==> src/rtl/norm_32bits.sv <==
// Two-stage leading-zero normalizer with valid/ready handshake on both sides.
// Stage 1 registers the operand and its leading-zero count; stage 2 holds the shifted result.
module norm_32bits #(
    parameter int unsigned EXP_W = 8
) (
    input  logic             clk,
    input  logic             rst,
    input  logic             in_valid,
    output logic             in_ready,
    input  logic [31:0]      in_src,
    input  logic [EXP_W-1:0] in_exp,
    output logic             out_valid,
    input  logic             out_ready,
    output logic [31:0]      out_src,
    output logic [EXP_W-1:0] out_exp,
    output logic [5:0]       out_shamt,
    output logic             out_zero,
    output logic             out_uflow
);

    // Common width so the exponent/lzc compare works for any EXP_W
    localparam int unsigned CW = (EXP_W > 5) ? EXP_W : 5;

    logic             s1_valid;
    logic [31:0]      s1_src;
    logic [EXP_W-1:0] s1_exp;
    logic [4:0]       s1_lzc;
    logic             s1_zero;

    logic             s1_load;
    logic             s2_load;
    logic [4:0]       lzc_c;
    logic             zero_c;

    logic             uflow_c;
    logic [4:0]       sh_c;
    logic [31:0]      nsrc_c;
    logic [EXP_W-1:0] nexp_c;
    logic [5:0]       nshamt_c;

    assign s2_load  = !out_valid || out_ready;
    assign s1_load  = !s1_valid || s2_load;
    assign in_ready = s1_load;

    // Leading-zero count: the highest set bit is the last one to write
    always_comb begin
        lzc_c  = 5'd0;
        zero_c = ~|in_src;
        for (int i = 0; i < 32; i++) begin
            if (in_src[i]) begin
                lzc_c = 5'(31 - i);
            end
        end
    end

    // Shift is limited by the exponent when it cannot absorb the full lzc
    always_comb begin
        uflow_c  = 1'b0;
        sh_c     = 5'd0;
        nsrc_c   = 32'd0;
        nexp_c   = '0;
        nshamt_c = 6'd32;
        if (!s1_zero) begin
            uflow_c  = CW'(s1_exp) < CW'(s1_lzc);
            sh_c     = uflow_c ? 5'(s1_exp) : s1_lzc;
            nsrc_c   = s1_src << sh_c;
            nexp_c   = uflow_c ? '0 : (s1_exp - EXP_W'(s1_lzc));
            nshamt_c = {1'b0, sh_c};
        end
    end

    always_ff @(posedge clk) begin
        if (rst) begin
            s1_valid  <= 1'b0;
            s1_src    <= 32'd0;
            s1_exp    <= '0;
            s1_lzc    <= 5'd0;
            s1_zero   <= 1'b0;
            out_valid <= 1'b0;
            out_src   <= 32'd0;
            out_exp   <= '0;
            out_shamt <= 6'd0;
            out_zero  <= 1'b0;
            out_uflow <= 1'b0;
        end else begin
            if (s1_load) begin
                s1_valid <= in_valid;
                if (in_valid) begin
                    s1_src  <= in_src;
                    s1_exp  <= in_exp;
                    s1_lzc  <= lzc_c;
                    s1_zero <= zero_c;
                end
            end
            if (s2_load) begin
                out_valid <= s1_valid;
                if (s1_valid) begin
                    out_src   <= nsrc_c;
                    out_exp   <= nexp_c;
                    out_shamt <= nshamt_c;
                    out_zero  <= s1_zero;
                    out_uflow <= uflow_c;
                end
            end
        end
    end

endmodule

==> config.mk <==
export PLATFORM = sky130hd
export DESIGN_NAME = norm_32bits
export DESIGN_NICKNAME = d
export VERILOG_FILES = /design/src/rtl/norm_32bits.sv
export SDC_FILE = /design/constraint.sdc
export NUM_CORES = 1
export LEC_CHECK = 0
export BUFFER_PORTS_ARGS = -buffer_cell sky130_fd_sc_hd__buf_2
export CAP_MARGIN = 0
export CORE_MARGIN = 2
export CORE_UTILIZATION = 55
export DETAILED_ROUTE_END_ITERATION = 10
export PLACE_DENSITY = 0.78
export SLEW_MARGIN = 15
export SYNTH_ARGS = -nofsm -noshare
export SYNTH_HDL_FRONTEND = slang
export SYNTH_SLANG_ARGS = --single-unit
==> constraint.sdc <==
create_clock -name clk -period 5.1 [get_ports clk]
set_clock_uncertainty 0.1 [all_clocks]
set_input_delay 0.765 -clock clk [delete_from_list [all_inputs] [get_ports clk]]
set_output_delay 0.765 -clock clk [all_outputs]
set_load 0.01 [all_outputs]
---- After elaboration in Yosys (flattened, before gate mapping) ----
Cells that the tools add are included.
storage, ports and cells
  register bits after elaboration ......... 96
  output and inout bits ................... 50
  logic and storage cells ................. 60
operators by class
  add/sub/neg operators ................... 1
  $lt $le $gt $ge ......................... 1
  shift operators ......................... 1
  muxes and demuxes ....................... 38
  reductions and logical operators ........ 8
operators with widths
  kind              number
  $mux 5            33
  $mux 32           1
  $reduce_or 32->1  1
  $shl 32x5->32     1
  $mux 8            2
  $lt 8x5->1        1
  $sub 8x5->8       1
  $mux 6            1
  $reduce_and 2->1  2
  $logic_not 1->1   3
  $logic_or 1x1->1  2
  $mux 1            1

---- Longest topological paths before layout ----
Gate-level depths: netlist (run 1).
  depth in word-level cells ............... 32
  depth in mapped cells ................... 15
  gate-level depth less buffers ........... 12

---- Least setup slack after synthesis (run 1) ----
OpenSTA, ideal clock, no wires.
  path kind ............................... register to register
  start ................................... register s1_lzc[0]
  end ..................................... register out_src[29]
  arrival time ............................ 2.938 ns
  data required time ...................... 4.864 ns
  path slack .............................. 1.927 ns
  stages on the path, launching flop included .. 14
  cell sequence ........................... dfxtp_1 ha_1 inv_1 fa_1 a211oi_2 o21a_1 buf_4 mux2_1 buf_6 buf_4 mux2i_1 mux2_2 a222oi_1 o211ai_1
between the ends
  word-level cells in the longest chain between the ends .. 4
RTL lines
  item                      line  RTL
  start: declaration        27    logic [4:0] s1_lzc;
  start signal: assignment  91    s1_lzc <= lzc_c;
  $lt 8x5->1                64    uflow_c = CW'(s1_exp) < CW'(s1_lzc);
  $mux 5 *                  65    sh_c = uflow_c ? 5'(s1_exp) : s1_lzc;
  $shl 32x5->32 *           66    nsrc_c = s1_src << sh_c;
  $mux 32 *                 63    if (!s1_zero) begin
  end signal: assignment    98    out_src <= nsrc_c;
  end: declaration          14    output logic [31:0] out_src,
Every way passes the cells marked *; elsewhere a longest branch is shown, timed or not.
A chain may end at the register's enable or synchronous reset.

---- Worst setup path after layout (run 1) ----
  start ................................... register s1_lzc[1]
  end ..................................... register out_src[23]
The elaborated chain is that of the path after synthesis.

==> flow_summary_export.csv, run 1 <==
group,metric,value,unit
clock_network,clock_latency,370,ps
routing,wire_per_inst,17.7,µm
yosys,syn_area_per_cell,8.11,µm²
sta,fin_crit,4160,ps
yosys,synth_area,5610,µm²
floorplanning,start_util,57.1,%
layout,nets,810,
global_routing,grt_util_all_layers,28.6,%
clock_network,numCtsBuffers,9,
setup_path,startpoint_type,"flip-flop",
global_routing,grt_pass1_vias,4950,
layout,multi_input_area,3420,µm²
setup_path,critPathArrivalTime,4290,ps
global_routing,grt_pass1_wl,25400,µm
sta,relSlewSlack,23.4,%
layout,layout-drive-gt1-share,19.9,%
power,power_leakage,2.66,nW
floorplanning,coreArea,9820,µm²
clock_network,clock_path_buffers,2,
global_routing,grt_max_degree,79,
floorplanning,die_y,105,µm
sta,worst_slew_pin_slew,1150,ps
routing,drtPass1Iterations,5,
sta,period_share,81.6,%
floorplanning,die-area,11000,µm²
setup_path,cp.required,5230,ps
layout,antenna_cells,0,
routing,drc,0,
clock_network,htree_levels,3,
setup_path,critPathLaunch,"s1_lzc[1]",
clock_network,cts_resized,0,
floorplanning,num_io_pins,94,
clock_network,hold_buffers,0,
sta,rsz0062_at_grt,"false",
routing,routed_wl,15900,µm
global_routing,antenna_found_initial,0,
power,power_density,273,nW/µm²
clock_network,cts_tree,"done",
yosys,yosysSeqAreaShare,33.9,%
flow_run,drv_cap,0,
routing,antenna_left,0,
setup_path,crit_slowest_cell,"mux2_1",
layout,layout_common_cells,"nand2_1 (124), dfxtp_1 (95), buf_2 (93)",
min_path,hold_path_startpoint,"out_src[12]",
sta,max_freq,240,MHz
yosys,synth_edf_count,0,
yosys,ys.flop_type,"dfxtp_1",
routing,via_per_inst,6.10,
sta,finalMaxSlewViolations,0,
placed_design,hpwl,11800,µm
setup_path,criticalPathCategory,"flip-flop to flip-flop",
sta,hold_viol,0,
layout,final_area,6300,µm²
floorplanning,fp.dieW,105,µm
yosys,ys_ff_latch,95,
setup_path,cp_max_fo,26,
yosys,yosys_warnings,0,
global_routing,overflow,0,
sta,fin_tns_setup,0,ps
power,ir_drop,0.115,mV
routing,detailedRoute.firstIterationViolations,395,
routing,vias,5476,
yosys,synthCells,692,
placed_design,numPortBuffers,93,
setup_path,slowest_delay,980,ps
setup_path,rr_startpoint,"s1_lzc[1]",
yosys,synth_fp_nets,742,
layout,fillers,923,
placed_design,placed_area,6090,µm²
placed_design,gp_congestion,0.929,
clock_network,root_buffer,"clkbuf_8",
layout,layout_commonest_cell,"nand2_1",
floorplanning,rows,36,
clock_network,postCtsSetupRepairBufs,0,
yosys,async_reset_ff_share,0,%
sta,setup_viol,0,
run_status,status,"completed",
yosys,synthDistinctLibCells,62,
layout,seq_area,1900,µm²
layout,syn_to_final_growth,12.3,%
setup_path,critPathCaptureType,"flip-flop",
clock_network,clk_pin_slew,90,ps
setup_path,worstPathCellList,"inv_1 > fa_1 > a211oi_2 > o21a_1 > mux2_1 > mux2i_1 > mux2i_1 > a2111oi_0 > a211o_1 > a211oi_2",
min_path,hold_path.class,"flip-flop to flip-flop",
clock_network,numClockSinks,95,
-- synthesized netlist by cell type, drive strengths merged, types with 3 or more instances --
cell type | count | share of area [%]
clkbuf | 25 | 1.7
nor2b | 5 | 0.56
a211o | 3 | 0.47
nand3 | 8 | 0.71
ha | 5 | 1.1
nand2b | 4 | 0.45
xnor2 | 3 | 0.47
o21a | 5 | 0.67
nor2 | 66 | 4.4
o211ai | 16 | 2.2
nor4 | 9 | 1.3
dfxtp | 95 | 34
inv | 15 | 1.0
o21ai | 24 | 2.1
a31oi | 3 | 0.33
mux4 | 6 | 2.4
a21oi | 75 | 6.7
a211oi | 9 | 1.5
buf | 22 | 2.6
nand2 | 124 | 8.3
o31ai | 5 | 0.67
a22oi | 31 | 4.1
mux2i | 62 | 11
nor3 | 18 | 1.6
mux2 | 18 | 3.6
-- power by group --
part,total [mW],internal (mW),switching (mW)
clock,0.541,0.286,0.255
sequential,0.807,0.775,0.0318
combinational,0.375,0.149,0.226
total,1.72,1.21,0.513
-- worst max-delay path, delay by kind of cell, from the launching register on --
kind | cells | cell delay [ps]
compound gates | 5 | 1430
mux | 3 | 1400
fa+ha+maj | 1 | 490
flops | 1 | 430
buf+inv | 1 | 170
-- stage by stage --
stage	worst slack (ps)	utilization, %	hold slack, ps	power, mW	std cells
floorplan	1930	-	336	1.08	692
global placement	1210	62.0	334	1.18	882
detailed placement	1060	62.0	341	1.19	882
CTS	1020	64.2	354	1.72	897
global route	721	64.2	384	1.80	897
finish	938	64.2	349	1.72	897
-- final cells by class --
class | count | area share [%]
clock buffers | 11 | 2.24
flip-flops and latches | 95 | 30.2
clock inverters | 4 | 1.11
well taps | 133 | 2.64
multi-input cells | 535 | 54.2
inverters | 15 | 0.894
repair buffers | 104 | 8.70
-- flip-flops by register name (all words and copies together), names as in the netlist --
signal / flops
out_exp: 8
out_src: 32
out_valid: 1
s1_exp: 8
out_shamt: 6
s1_src: 32
out_uflow: 1
s1_zero: 1
s1_valid: 1
s1_lzc: 5
-- cell families (layout without fill, tap and decap cells) --
group	count (synthesis)	count (layout)	synth area share (%)
and+or+nand+nor	243	243	18.4
AOI/OAI and AO/OA	195	195	22.6
DFF	95	95	33.9
muxes	86	86	17.5
buffers and inverters	62	134	5.31
adders and majority gates	6	6	1.47
xor gates and xnor gates	5	5	0.781
-- worst paths after layout --
kind                               endpoint  slack, ps  depth (start not counted)
worst min-delay path            out_src[12]        350                          2
worst max register to register  out_src[23]        940                         10
worst min register to register  out_src[12]        350                          2
worst max-delay path            out_src[23]        940                         10
-- layer usage --
| metal | wire length (µm) | global-route usage [%] |
|---|---|---|
| met1 | 7330 | 40.1 |
| met4 | 370 | 11.2 |
| met3 | 981 | 4.05 |
| met5 | 0 | 0 |
| met2 | 7220 | 44.5 |
No activity file was read; power rests on OpenSTA's default activity.
==> run 2, diff against run 1 <==
==> constraint.sdc (replaced) <==
create_clock -name clk -period 4.3 [get_ports clk]
set_clock_uncertainty 0.1 [all_clocks]
set_input_delay 0.645 -clock clk [delete_from_list [all_inputs] [get_ports clk]]
set_output_delay 0.645 -clock clk [all_outputs]
set_load 0.01 [all_outputs]
==> flow_summary_export.csv, run 2 (same netlist as run 1, synthesis figures left out) <==
group,metric,value,unit
layout,antenna_cells,0,
setup_path,critPathTopFamily,"compound AO/OA/AOI/OAI gates",
power,power.share.clock,29.8,%
floorplanning,num_io_pins,94,
floorplanning,coreArea,9820,µm²
power,swShare,31.1,%
clock_network,clock_latency,370,ps
routing,detailedRoute.firstIterationViolations,333,
layout,nets,815,
placed_design,gp_congestion,0.955,
sta,period_share,92.7,%
global_routing,antenna_found_initial,0,
global_routing,grt_util_all_layers,29.5,%
sta,fin_tns_setup,0,ps
setup_path,r2r_end,"out_src[23]",
routing,wl_met2,7390,µm
run_status,status,"completed",
clock_network,postCtsSetupRepairBufs,0,
layout,syn_to_final_growth,13.2,%
clock_network,cts_resized,0,
placed_design,hpwl,12300,µm
clock_network,hold_buffers,0,
setup_path,criticalPathCategory,"flip-flop to flip-flop",
layout,multi_input_area,3420,µm²
layout,layout_common_cells,"nand2_1 (124), dfxtp_1 (95), buf_2 (93)",
routing,drc,0,
setup_path,cp.required,4430,ps
min_path,hold_path.class,"flip-flop to flip-flop",
power,p_switching,625,µW
min_path,hold_end,"out_src[15]",
global_routing,grt_pass1_wl,26200,µm
clock_network,cts_tree,"done",
setup_path,cp_max_fo,24,
setup_path,r2r_slack,310,ps
min_path,min_path_cells,2,
routing,wire_per_inst,17.9,µm
setup_path,crit_slowest_cell,"a2111oi_0",
global_routing,grt_pass1_vias,5191,
floorplanning,die_y,105,µm
routing,antenna_left,0,
routing,routed_wl,16200,µm
sta,worst_slew_pin_slew,999,ps
sta,setup_viol,0,
routing,wl_met3,856,µm
routing,maxUsedRoutingLayer,"met4",
clock_network,clk_pin_slew,90,ps
power,ir_drop,0.148,mV
clock_network,numCtsBuffers,9,
floorplanning,start_util,57.1,%
power,internal_power,1.39,mW
sta,rsz0062_at_grt,"false",
global_routing,grt_max_degree,48,
power,power_density,317,nW/µm²
setup_path,startpoint_type,"flip-flop",
layout,seq_area,1900,µm²
layout,utilization,64.7,%
layout,layout_commonest_cell,"nand2_1",
setup_path,critPathBufInv,2,
power,seqPwrFrac,47.7,%
setup_path,critPathCaptureType,"flip-flop",
routing,m1WireLength,7470,µm
sta,hold_viol,0,
floorplanning,die-area,11000,µm²
floorplanning,rows,36,
flow_run,drv_cap,0,
setup_path,critPathArrivalTime,4120,ps
layout,top_regs,"out_src (32), s1_src (32)",
sta,fin_crit,3990,ps
sta,max_freq,251,MHz
power,power_leakage,2.67,nW
clock_network,htree_levels,3,
min_path,hold_path_startpoint,"out_src[15]",
clock_network,numClockSinks,95,
sta,relSlewSlack,33.2,%
setup_path,worstPathCellList,"ha_1 > inv_1 > fa_1 > a211oi_2 > o21ai_1 > a21boi_4 > buf_12 > mux2i_1 > nor2_1 > a2111oi_0 > a211o_1 > a211oi_2",
routing,drtPass1Iterations,5,
layout,layout-drive-gt1-share,20.5,%
power,combPwrFrac,22.6,%
routing,via_per_inst,6.11,
setup_path,crit_top_cell,"a211oi_2",
setup_path,rr_startpoint,"s1_lzc[0]",
layout,fillers,908,
sta,finalMaxSlewViolations,0,
placed_design,numPortBuffers,93,
setup_path,slowest_delay,530,ps
floorplanning,fp.dieW,105,µm
global_routing,overflow,0,
setup_path,worst-r2r-cell-count,12,
routing,vias,5520,
clock_network,clock_path_buffers,2,
clock_network,root_buffer,"clkbuf_8",
## run 2: changes by cell type in the layout (fill, tap and decap cells not counted), sizes merged
cell      delta
clkinvlp     +3
clkinv       -1
bufinv       -1
buf          +5
## run 2: power groups by stage
stage	Combinational (mW)	Sequential (mW)	Clock (mW)
after global placement	0.441	0.974	0
after floorplan	0.308	0.974	0
after detailed placement	0.447	0.978	0
after CTS	0.449	0.957	0.604
final	0.454	0.958	0.598
after global routing	0.494	0.963	0.634
## run 2: worst max path at each step
| stage | start | to | slack (ps) | cells after the start |
|---|---|---|---|---|
| after global routing | s1_lzc[0] | out_src[23] | 150 | 12 |
| after global placement | s1_lzc[0] | out_src[23] | 550 | 12 |
| final | s1_lzc[0] | out_src[23] | 310 | 12 |
| after CTS | s1_lzc[1] | out_src[23] | 350 | 11 |
| after floorplan | s1_lzc[0] | out_src[29] | 1130 | 13 |
| after detailed placement | s1_lzc[1] | out_src[23] | 450 | 11 |
## run 2: metrics by stage
stage | setup slack [ps] | cell area, µm² | cells | total power, mW | hold slack [ps]
6_report | 313 | 6350 | 903 | 2.01 | 355
5_1_grt | 155 | 6350 | 903 | 2.09 | 383
2_1_floorplan | 1130 | 5610 | 692 | 1.28 | 336
3_5_place_dp | 446 | 6150 | 887 | 1.42 | 341
4_1_cts | 353 | 6350 | 903 | 2.01 | 356
3_3_place_gp | 548 | 6150 | 887 | 1.41 | 337
## run 2: worst min-delay path, cell delays in order, from the launching register on
cell and delay (ps):
dfxtp_1 310, nand2_1 50, a21oi_1 50
## run 2: layout make-up
class                           instances  share of cell area [%]
Tap cell                              133                    2.62
Clock buffer                           11                    2.23
Inverter                               15                   0.887
Sequential cell                        95                    29.9
Clock inverter                          5                   0.906
Multi-Input combinational cell        535                    53.8
Timing Repair Buffer                  109                    9.61
## run 2: routing by layer
metal,global-route usage (%),vias up
met5,0,-
met1,40.9,2609
met2,46.6,232
li1,-,2638
met4,12.3,0
met3,3.06,41
==> run 3, diff against run 2 <==
--- a/config.mk
+++ b/config.mk
@@ -7,6 +7,7 @@
 export LEC_CHECK = 0
 export BUFFER_PORTS_ARGS = -buffer_cell sky130_fd_sc_hd__buf_2
 export CAP_MARGIN = 0
+export CORE_ASPECT_RATIO = 1.75
 export CORE_MARGIN = 2
 export CORE_UTILIZATION = 55
 export DETAILED_ROUTE_END_ITERATION = 10
==> flow_summary_export.csv, run 3 (same netlist as run 1, synthesis figures left out) <==
group,metric,value,unit
power,p_total,2.37,mW
sta,rsz0062_at_grt,"false",
layout,fillers,863,
sta,worst_slew_pin_slew,1040,ps
power,ir_drop,0.263,mV
power,power_leakage,2.77,nW
setup_path,startpoint_type,"flip-flop",
sta,setup_viol,0,
setup_path,criticalPathCategory,"flip-flop to flip-flop",
floorplanning,rows,48,
run_status,status,"completed",
sta,hold_viol,0,
setup_path,cp.required,4390,ps
layout,layout_commonest_cell,"nand2_1",
setup_path,crit_slowest_cell,"a2111oi_0",
routing,detailedRoute.firstIterationViolations,379,
routing,routed_wl,17000,µm
routing,drtPass1Iterations,8,
floorplanning,num_io_pins,94,
setup_path,critPathCaptureType,"flip-flop",
clock_network,htree_levels,3,
clock_network,clk_pin_slew,70,ps
sta,period_share,93.7,%
clock_network,clock_path_buffers,2,
layout,nets,821,
setup_path,critPathArrivalTime,4120,ps
global_routing,grt_pass1_wl,26900,µm
floorplanning,coreArea,9910,µm²
global_routing,grt_pass1_vias,5114,
placed_design,hpwl,13200,µm
routing,drc,0,
global_routing,antenna_found_initial,0,
min_path,hold_path.class,"flip-flop to flip-flop",
floorplanning,start_util,56.6,%
placed_design,gp_congestion,0.976,
floorplanning,fp.dieW,80.3,µm
sta,max_freq,248,MHz
global_routing,grt_util_all_layers,31.7,%
sta,fin_tns_setup,0,ps
sta,relSlewSlack,30.8,%
setup_path,cp_max_fo,8,
routing,antenna_left,0,
routing,wire_per_inst,18.9,µm
sta,finalMaxSlewViolations,0,
layout,layout_common_cells,"nand2_1 (124), dfxtp_1 (95), buf_2 (93)",
layout,antenna_cells,0,
clock_network,clock_latency,340,ps
clock_network,postCtsSetupRepairBufs,0,
setup_path,worst-r2r-cell-count,12,
routing,vias,5539,
clock_network,numClockSinks,95,
layout,multi_input_area,3420,µm²
clock_network,root_buffer,"clkbuf_16",
layout,seq_area,1900,µm²
floorplanning,die-area,11100,µm²
layout,layout-drive-gt1-share,21.2,%
floorplanning,die_y,138,µm
setup_path,slowest_delay,670,ps
min_path,min_path_cells,2,
placed_design,numPortBuffers,93,
global_routing,overflow,0,
power,power_density,364,nW/µm²
flow_run,drv_cap,0,
setup_path,worstPathCellList,"ha_1 > inv_1 > fa_1 > a211oi_2 > o21a_1 > buf_4 > mux2i_2 > mux2i_1 > mux2i_1 > a2111oi_0 > a211o_1 > a211oi_2",
routing,via_per_inst,6.15,
clock_network,hold_buffers,0,
sta,fin_crit,4030,ps
clock_network,cts_tree,"done",
clock_network,cts_resized,0,
layout,syn_to_final_growth,16.3,%
clock_network,numCtsBuffers,9,
layout,top_regs,"out_src (32), s1_src (32)",
global_routing,grt_max_degree,46,
## run 3: changes by cell type in the layout (fill, tap and decap cells not counted)
cell	change
clkbuf_1	-1
buf_4	+8
buf_12	-2
clkinv_4	+1
clkbuf_16	+9
clkinvlp_4	-3
clkbuf_8	-10
bufinv_16	+3
## run 3: layout make-up
| class | instances | area share, % |
|---|---|---|
| multi-input cells | 535 | 52.4 |
| flip-flops and latches | 95 | 29.2 |
| repair buffers | 115 | 9.67 |
| clock buffers | 9 | 3.45 |
| well taps | 125 | 2.40 |
| clock inverters | 6 | 2.05 |
| inverters | 15 | 0.863 |
## run 3: path summary, 6_finish.rpt
kind          startpoint          end  slack (ps)
max            s1_lzc[0]  out_src[23]         270
min          out_src[12]  out_src[12]         350
max reg2reg    s1_lzc[0]  out_src[23]         270
min reg2reg  out_src[12]  out_src[12]         350
## run 3: metal layers
| metal | part of all wire [%] | vias up | GRT usage [%] |
|---|---|---|---|
| met4 | 3.7 | 0 | 14.1 |
| met3 | 4.0 | 41 | 3.74 |
| met2 | 54 | 184 | 57.4 |
| met5 | 0 | - | 0 |
| met1 | 39 | 2659 | 36.7 |
| li1 | - | 2655 | - |
## run 3: critical path: cells and delay by family (launching register included)
family,cells,cell delay (ps)
muxes,3,990
adders and majority gates,2,640
AOI/OAI and AO/OA,5,1490
DFF,1,400
buffers and inverters,2,250
## run 3: report_power, final
group / leakage (nW) / switching (mW) / internal, mW
sequential: 0.775 / 0.0381 / 0.920
combinational: 1.82 / 0.275 / 0.185
clock: 0.175 / 0.333 / 0.624
total: 2.77 / 0.646 / 1.73
## run 3: through the flow
step	hold slack, ps	util, %	worst slack [ps]	instance area, µm²	cells
final	346	65.8	271	6520	900
after global routing	377	65.8	5.98	6520	900
after CTS	350	65.8	357	6520	900
after detailed placement	334	62.2	379	6160	885
after global placement	337	62.2	497	6160	885
after floorplan	336	-	1130	5610	692
